--- config.mk ---
export PLATFORM = sky130hd
export DESIGN_NAME = eth_frame_rx
export DESIGN_NICKNAME = d
export VERILOG_FILES = /design/src/rtl/eth_frame_rx.sv
export SDC_FILE = /design/constraint.sdc
export NUM_CORES = 1
export LEC_CHECK = 0
export BUFFER_PORTS_ARGS = -buffer_cell sky130_fd_sc_hd__buf_2
export CAP_MARGIN = 20
export CORE_UTILIZATION = 58
export CTS_BUF_LIST = sky130_fd_sc_hd__clkbuf_16
export DETAILED_ROUTE_END_ITERATION = 10
export PLACE_DENSITY_LB_ADDON = 0.3
export SETUP_SLACK_MARGIN = 0.5
export SLEW_MARGIN = 20
export SYNTH_ARGS = -nofsm -noshare
export SYNTH_HDL_FRONTEND = slang
export SYNTH_SLANG_ARGS = --single-unit
export TNS_END_PERCENT = 30
--- constraint.sdc ---
create_clock -name clk -period 2.5 [get_ports clk]
set_input_delay 0.125 -clock clk [delete_from_list [all_inputs] [get_ports clk]]
set_output_delay 0.125 -clock clk [all_outputs]
set_load 0.05 [all_outputs]
--- src/rtl/eth_frame_rx.sv ---
// rtl/eth_frame_rx.sv - GMII-style byte-serial Ethernet frame receiver with valid/ready delivery
//
// Parses preamble, SFD, destination MAC, source MAC, EtherType and a 32-bit
// payload. Frames addressed to MAC_ADDR_LOCAL carrying ETH_TYPE_IPV4 are
// delivered through a single-entry output register. Every burst is counted
// as either delivered (rx_ok_cnt) or dropped (rx_drop_cnt).
//
// Optional feature: define ETH_RX_BCAST_EN to also accept the broadcast
// destination 48'hFFFFFFFFFFFF.
//
// Ports:
//   clk, rst_n         clock, asynchronous active-low reset
//   rx_dv, rxd, rx_er  receive strobe, byte and PHY error
//   tcp_ip_rx_data     delivered payload, first byte in [31:24]
//   tcp_ip_rx_valid    output register full
//   tcp_ip_rx_ready    consumer accepts the output register
//   rx_src_mac         source MAC of the delivered frame
//   rx_ok_cnt          delivered frames, saturating
//   rx_drop_cnt        dropped bursts, saturating
module eth_frame_rx #(
  parameter logic [47:0] MAC_ADDR_LOCAL = 48'h000A35000001,
  parameter logic [15:0] ETH_TYPE_IPV4  = 16'h0800,
  parameter int          MIN_PREAMBLE   = 7
) (
  input  logic        clk,
  input  logic        rst_n,
  input  logic        rx_dv,
  input  logic [7:0]  rxd,
  input  logic        rx_er,
  output logic [31:0] tcp_ip_rx_data,
  output logic        tcp_ip_rx_valid,
  input  logic        tcp_ip_rx_ready,
  output logic [47:0] rx_src_mac,
  output logic [15:0] rx_ok_cnt,
  output logic [15:0] rx_drop_cnt
);

  typedef enum logic [2:0] {
    S_SYNC, S_IDLE, S_PREAMBLE, S_HEADER, S_PAYLOAD, S_TAIL, S_DROP
  } state_t;

  state_t      state;
  logic [2:0]  pre_cnt;
  logic [3:0]  idx;
  logic [47:0] dst_sr;
  logic [47:0] src_sr;
  logic [15:0] type_sr;
  logic [31:0] pay_sr;

  logic dst_ok;
  logic frame_ok;
  logic slot_free;

  always_comb begin
    dst_ok = (dst_sr == MAC_ADDR_LOCAL);
`ifdef ETH_RX_BCAST_EN
    dst_ok = dst_ok || (dst_sr == 48'hFFFF_FFFF_FFFF);
`else
`endif
    // Only a frame that reached TAIL has a complete header and payload.
    frame_ok  = (state == S_TAIL) && dst_ok && (type_sr == ETH_TYPE_IPV4);
    // The slot is free if empty or being drained on this very edge.
    slot_free = !tcp_ip_rx_valid || tcp_ip_rx_ready;
  end

  always_ff @(posedge clk or negedge rst_n) begin
    if (!rst_n) begin
      state           <= S_SYNC;
      pre_cnt         <= 3'd0;
      idx             <= 4'd0;
      dst_sr          <= 48'd0;
      src_sr          <= 48'd0;
      type_sr         <= 16'd0;
      pay_sr          <= 32'd0;
      tcp_ip_rx_data  <= 32'd0;
      tcp_ip_rx_valid <= 1'b0;
      rx_src_mac      <= 48'd0;
      rx_ok_cnt       <= 16'd0;
      rx_drop_cnt     <= 16'd0;
    end else begin
      // Drain first; a load later in this block overrides the clear.
      if (tcp_ip_rx_valid && tcp_ip_rx_ready)
        tcp_ip_rx_valid <= 1'b0;

      case (state)
        S_SYNC: begin
          if (!rx_dv)
            state <= S_IDLE;
        end
        S_IDLE: begin
          if (rx_dv) begin
            if (rxd == 8'h55) begin
              state   <= S_PREAMBLE;
              pre_cnt <= 3'd1;
            end else begin
              state <= S_DROP;
            end
          end
        end
        default: begin
          if (!rx_dv) begin
            // End of burst: every burst is counted exactly once here.
            state <= S_IDLE;
            if (frame_ok && slot_free) begin
              tcp_ip_rx_data  <= pay_sr;
              rx_src_mac      <= src_sr;
              tcp_ip_rx_valid <= 1'b1;
              if (rx_ok_cnt != 16'hFFFF)
                rx_ok_cnt <= rx_ok_cnt + 16'd1;
            end else begin
              if (rx_drop_cnt != 16'hFFFF)
                rx_drop_cnt <= rx_drop_cnt + 16'd1;
            end
          end else if (rx_er && state != S_DROP) begin
            state <= S_DROP;
          end else begin
            case (state)
              S_PREAMBLE: begin
                if (rxd == 8'h55) begin
                  if (pre_cnt != 3'd7)
                    pre_cnt <= pre_cnt + 3'd1;
                end else if (rxd == 8'hD5 && pre_cnt >= 3'(MIN_PREAMBLE)) begin
                  state <= S_HEADER;
                  idx   <= 4'd0;
                end else begin
                  state <= S_DROP;
                end
              end
              S_HEADER: begin
                if (idx < 4'd6)
                  dst_sr <= {dst_sr[39:0], rxd};
                else if (idx < 4'd12)
                  src_sr <= {src_sr[39:0], rxd};
                else
                  type_sr <= {type_sr[7:0], rxd};
                if (idx == 4'd13) begin
                  state <= S_PAYLOAD;
                  idx   <= 4'd0;
                end else begin
                  idx <= idx + 4'd1;
                end
              end
              S_PAYLOAD: begin
                pay_sr <= {pay_sr[23:0], rxd};
                idx    <= idx + 4'd1;
                if (idx == 4'd3)
                  state <= S_TAIL;
              end
              default: ;
            endcase
          end
        end
      endcase
    end
  end

endmodule

==> After elaboration in Yosys (flattened, before gate mapping) <==
Cells that the tools add are included.
{ "totals": {"register_bits": 267, "latchBits": 0, "ramBits": 0, "mem_bits_ro": 0, "in_bits": 13, "output_inout_bits": 113, "elab_cells": 102, "memories": 0} }
{ "op_classes": {"addsub": 4, "multipliers": 0, "n_div": 0, "magnitude_cmp": 3, "n_eq_ne": 26, "n_shift": 0, "mux": 27, "bitwise_logic": 7, "n_reduce_logical": 23} }
{ "ops": {"columns": ["operator", "count"], "rows": [
  ["== test 48 x 36 -> 1 bit (second input constant)", 1],
  ["2-to-1 mux 3 bit", 16],
  ["adder 16 x 1 -> 16 bit (second input constant)", 2],
  ["inequality test 16 bit (second input constant)", 2],
  ["AND reduction 6 bit", 4],
  ["== test 16 x 12 -> 1 bit (second input constant)", 1],
  ["2-to-1 mux 4 bit", 3],
  ["one-hot mux 3 bit (2 select lines)", 2],
  ["one-hot mux 4 bit (3 select lines)", 1],
  ["AND reduction 4 bit", 3],
  ["inequality test 2 bit (second input constant)", 5],
  ["inequality test 5 bit (second input constant)", 2],
  ["inequality test 3 bit (second input constant)", 3],
  ["one-hot mux 3 bit (3 select lines)", 1],
  ["== test 8 x 7 -> 1 bit (second input constant)", 1],
  ["== test 8 bit (second input constant)", 1],
  ["inverter 1 bit", 7],
  ["AND reduction 7 bit", 1],
  ["== test 3 x 2 -> 1 bit (second input constant)", 2],
  ["== test 3 bit (second input constant)", 2],
  ["logical AND 1 bit", 6],
  ["inequality test 6 x 1 -> 1 bit (second input constant)", 1],
  ["inequality test 5 x 4 -> 1 bit (second input constant)", 1],
  ["AND reduction 5 bit", 1],
  ["other kinds (17)", 21]
]} }

==> Logic depth before layout (Yosys ltp) <==
{ "depth": {"word_depth": 8, "depth_mapped": 8, "mapped_depth_nobuf": 8} }

==> Least setup slack after synthesis <==
No wires, ideal clock.
{ "synth_path": {"path_kind": "register to register", "startpoint": "register rx_ok_cnt[0]", "endpoint": "register rx_ok_cnt[1]", "setup_time_ns": 0.125, "arrival_ns": 2.418, "required_ns": 2.375, "setup_slack_ns": -0.043, "path_stages_with_launch": 8, "n_path_buf": 1, "synth_period_minus_slack_ns": 2.543, "cell_sequence": "dfrtp_1 ha_1 nand4_1 or2_2 or3_1 nand4_2 buf_2 mux2_2"} }
{ "synth_via": {"elab_chain_cells": 2, "elab_cells_between_ends": 3, "cone_classes": "add/sub (1); eq/ne (1); reduce/logical (1)"} }
{ "synth_lines": {"columns": ["element", "line_no", "rtl"], "rows": [
  ["from (decl)", "34", "output logic [15:0] rx_ok_cnt,"],
  ["from (signal assigned)", "109", "rx_ok_cnt <= rx_ok_cnt + 16'd1;"],
  ["parallel branches: the longest is 2 deep, another holds adder 16 x 1 -> 16 bit", null, null]
]} }
Several ways; the timed one is not identified.
A chain may end at the register's enable or synchronous reset.

==> Worst setup path after layout <==
{ "layout_path": {"startpoint": "register dst_sr[30]", "endpoint": "register rx_ok_cnt[14]"} }
{ "layout_via": {"elab_chain_cells": 5} }
{ "layout_lines": {"columns": ["element", "line_no", "rtl"], "rows": [
  ["from (decl)", "45", "logic [47:0] dst_sr;"],
  ["from (signal assigned)", "131", "dst_sr <= {dst_sr[39:0], rxd};"],
  ["== test 48 x 36 -> 1 bit", "55", "dst_ok = (dst_sr == MAC_ADDR_LOCAL);"],
  ["logical AND 1 bit (2 in a row)", "61", "frame_ok = (state == S_TAIL) && dst_ok && (type_sr == ETH_TYPE_IPV4);"],
  ["logical AND 1 bit", "104", "if (frame_ok && slot_free) begin"],
  ["AND reduction 4 bit (no line)", null, null]
]} }
Every way passes these cells.

==> flow_summary.json <==
{
  "cts_buffer_depth": 3,
  "antennaDiodeCount": 0,
  "grt_pass1_vias": 7023,
  "viasPerCell": 5.904,
  "slew_headroom": 0.5472,
  "cp.arrival_ns": 2.79,
  "root_buffer": "clkbuf_16",
  "portBuffers": 125,
  "synth_compound_area_frac": 0.01849,
  "ys_ff_latch": 267,
  "totalWireLength_um": 24570,
  "crit_type": "reg2reg",
  "dp_hpwl_um": 14580,
  "postSynth.asyncResetShare": 1.000,
  "hold_viol": 0,
  "avgSynthCellArea_um2": 14.43,
  "core_mm2": 0.01821,
  "ys.flop_type": "dfrtp_1",
  "h-tree-depth": 1,
  "place_inst": 1093,
  "ys_top_cells_by_area": "dfrtp_1, mux2_2, xnor2_1",
  "syn_nets": 774,
  "fin_worst_skew_ns": 0.02616,
  "instances_no_fill": 1176,
  "synthMuxAreaShare": 0.2418,
  "drtIter0Drc": 505,
  "p_leak_nw": 7.093,
  "numCtsBuffers": 27,
  "fmax_ghz": 0.4249,
  "period_minus_slack_ns": 2.353,
  "synth_top_family_by_area": "multiplexers",
  "rsz0062_at_grt": "true",
  "synth_fa_ha_area_frac": 0.006892,
  "layout-drive-gt1-share": 0.5121,
  "r2r-start": "dst_sr[30]$_DFFE_PN0P_",
  "nFillCells": 1077,
  "drv_slew": 0,
  "core.rowCount": 49,
  "post_drt_wl_per_cell_um": 20.89,
  "holdWs_ns": 0.02417,
  "mostFrequentLayoutCells": "dfrtp_1, mux2_2, buf_2",
  "end_kind": "flip-flop",
  "ant_nets": 0,
  "synth_top_area_cell": "dfrtp_1",
  "syn_inst": 755,
  "setup_viol": 0,
  "gp_congestion": 0.8749,
  "grt_max_degree": 87,
  "vias": 6943,
  "fin_crit_sh": 0.9413,
  "synth_edf_count": 0,
  "synth-simple-area-share": 0.08167,
  "worstHoldStart": "rx_er",
  "powerDensity_mw_per_mm2": 821.1,
  "synth_xor_area_frac": 0.02251,
  "die-area_mm2": 0.01933,
  "antenna_found_initial": 0,
  "grt_use_total": 0.2513,
  "crit_start": "dst_sr[30]$_DFFE_PN0P_",
  "overflow": 0,
  "utilization": 0.7480,
  "pin_count": 126,
  "worstSetupStartpointType": "flip-flop",
  "cts_tree": "yes",
  "cts_sinks": 267,
  "die_w_um": 139.0,
  "mappedNetlistArea_mm2": 0.01089,
  "fin_setup_tns_ns": 0,
  "worst_slew_pin_slew_ns": 0.6792,
  "violations": "DRC",
  "area_delta_synth_final_pct": 25.03,
  "grt_pass1_wl_um": 38380,
  "ys_warn_count": 0,
  "synth-seq-area-share": 0.6134,
  "worstPathRequired_ns": 2.93,
  "fin_nets": 947,
  "hold_class": "in2reg",
  "final_common_cell": "dfrtp_1",
  "cp_max_fo": 4,
  "start_util": 0.5982,
  "clock_latency_ns": 0.55,
  "maxCapViolCount": 0,
  "die_h_um": 139.0,
  "clk_pin_slew_ns": 0.06,
  "synth.distinct_cells": 51,
  "ir_drop_v": 0.0005879,
  "seqCellArea_mm2": 0.006695,
  "yosys.area.top_type_share": 0.6134,
  "drc": 12,
  "multi_input_area_mm2": 0.004328,
  "reg2reg_slack_ns": 0.15,
  "outcome": "finished, violations left",
  "dr.pass1.iters": 8
}
==> where the power goes <==
group / total (W) / switching, W / internal, W
Combinational: 0.00169 / 0.000922 / 0.000771
Clock: 0.00418 / 0.00168 / 0.00249
Sequential: 0.00531 / 0.000459 / 0.00485
==> per-layer routing <==
layer | vias up | wire [um] | GRT usage
met4 | 0 | 804 | 0.09006
met5 | - | 0 | 0
met3 | 52 | 1140 | 0.03695
li1 | 3094 | - | -
met1 | 3581 | 10220 | 0.3360
met2 | 216 | 12400 | 0.4219
==> cells in the mapped netlist (all sizes together) (3+ instances only) <==
cell type,count
nand3,20
xnor2,17
nand2b,3
nor2,15
buf,24
inv,6
a21oi,3
a31oi,4
xor2,11
and3,8
nor3,16
nor4,18
nor4b,8
mux2,233
clkbuf,8
dfrtp,267
ha,6
o21ai,10
nor2b,3
nand2,32
nand4b,3
nand4,15
==> metrics by stage <==
stage	power, W	cell area, um^2	setup slack (ns)
after detailed placement	0.006916	11900	0.07618
after global placement	0.006769	11900	0.03795
final	0.01118	13620	0.1467
after CTS	0.01115	13340	0.2538
after global routing	0.01161	13620	0.04042
after floorplan	0.006344	10930	0.3727
==> worst max-delay path, stage by stage, from the launching register on <==
cell	delay [ns]
dfrtp_2	0.45
nor4bb_4	0.26
nand4_1	0.21
nor4_4	0.32
buf_4	0.18
nand3_4	0.14
buf_6	0.21
nor4_4	0.15
mux2_4	0.33
==> cell families (layout without fill, tap and decap cells) <==
logic type	after synthesis	count (layout)
flip-flops	267	267
multiplexers	234	234
AND/OR/NAND/NOR	154	154
AO/OA/AOI/OAI	28	28
adder cells (fa/ha/maj)	6	6
XOR/XNOR	28	28
buffers and inverters	38	230
==> area by class of cell <==
class,count,share of cell area
well taps,229,0.02104
repair buffers,176,0.09995
flip-flops and latches,267,0.4916
inverters,6,0.001654
clock buffers,27,0.04961
clock inverters,21,0.01837
multi-input cells,450,0.3178
==> what timing repair did <==
action	in CTS	in global routing
hold buffers	9	0
buffers inserted	10	4
gates cloned	6	6
gates resized for setup	37	20
endpoints found under the hold margin	109	0
pin swaps	11	14
setup endpoints to repair	212	229
==> final timing paths <==
kind	end	cells after the start
max	rx_ok_cnt[14]$_DFFE_PN0P_	8
min	state[1]$_DFFE_PN0P_	3
max reg2reg	rx_ok_cnt[14]$_DFFE_PN0P_	8
min reg2reg	rx_ok_cnt[11]$_DFFE_PN0P_	1
max in group asynchronous	rx_ok_cnt[0]$_DFFE_PN0P_	3
min in group asynchronous	tcp_ip_rx_data[28]$_DFFE_PN0P_	2
==> flip-flops by register name, indices dropped and copies added, names as in the netlist <==
name and cells:
pay_sr 32, rx_drop_cnt 16, tcp_ip_rx_valid 1, src_sr 48, dst_sr 48, state 3
rx_ok_cnt 16, pre_cnt 3, rx_src_mac 48, idx 4, tcp_ip_rx_data 32, type_sr 16
Note: power is estimated with default switching activity, not from simulation.
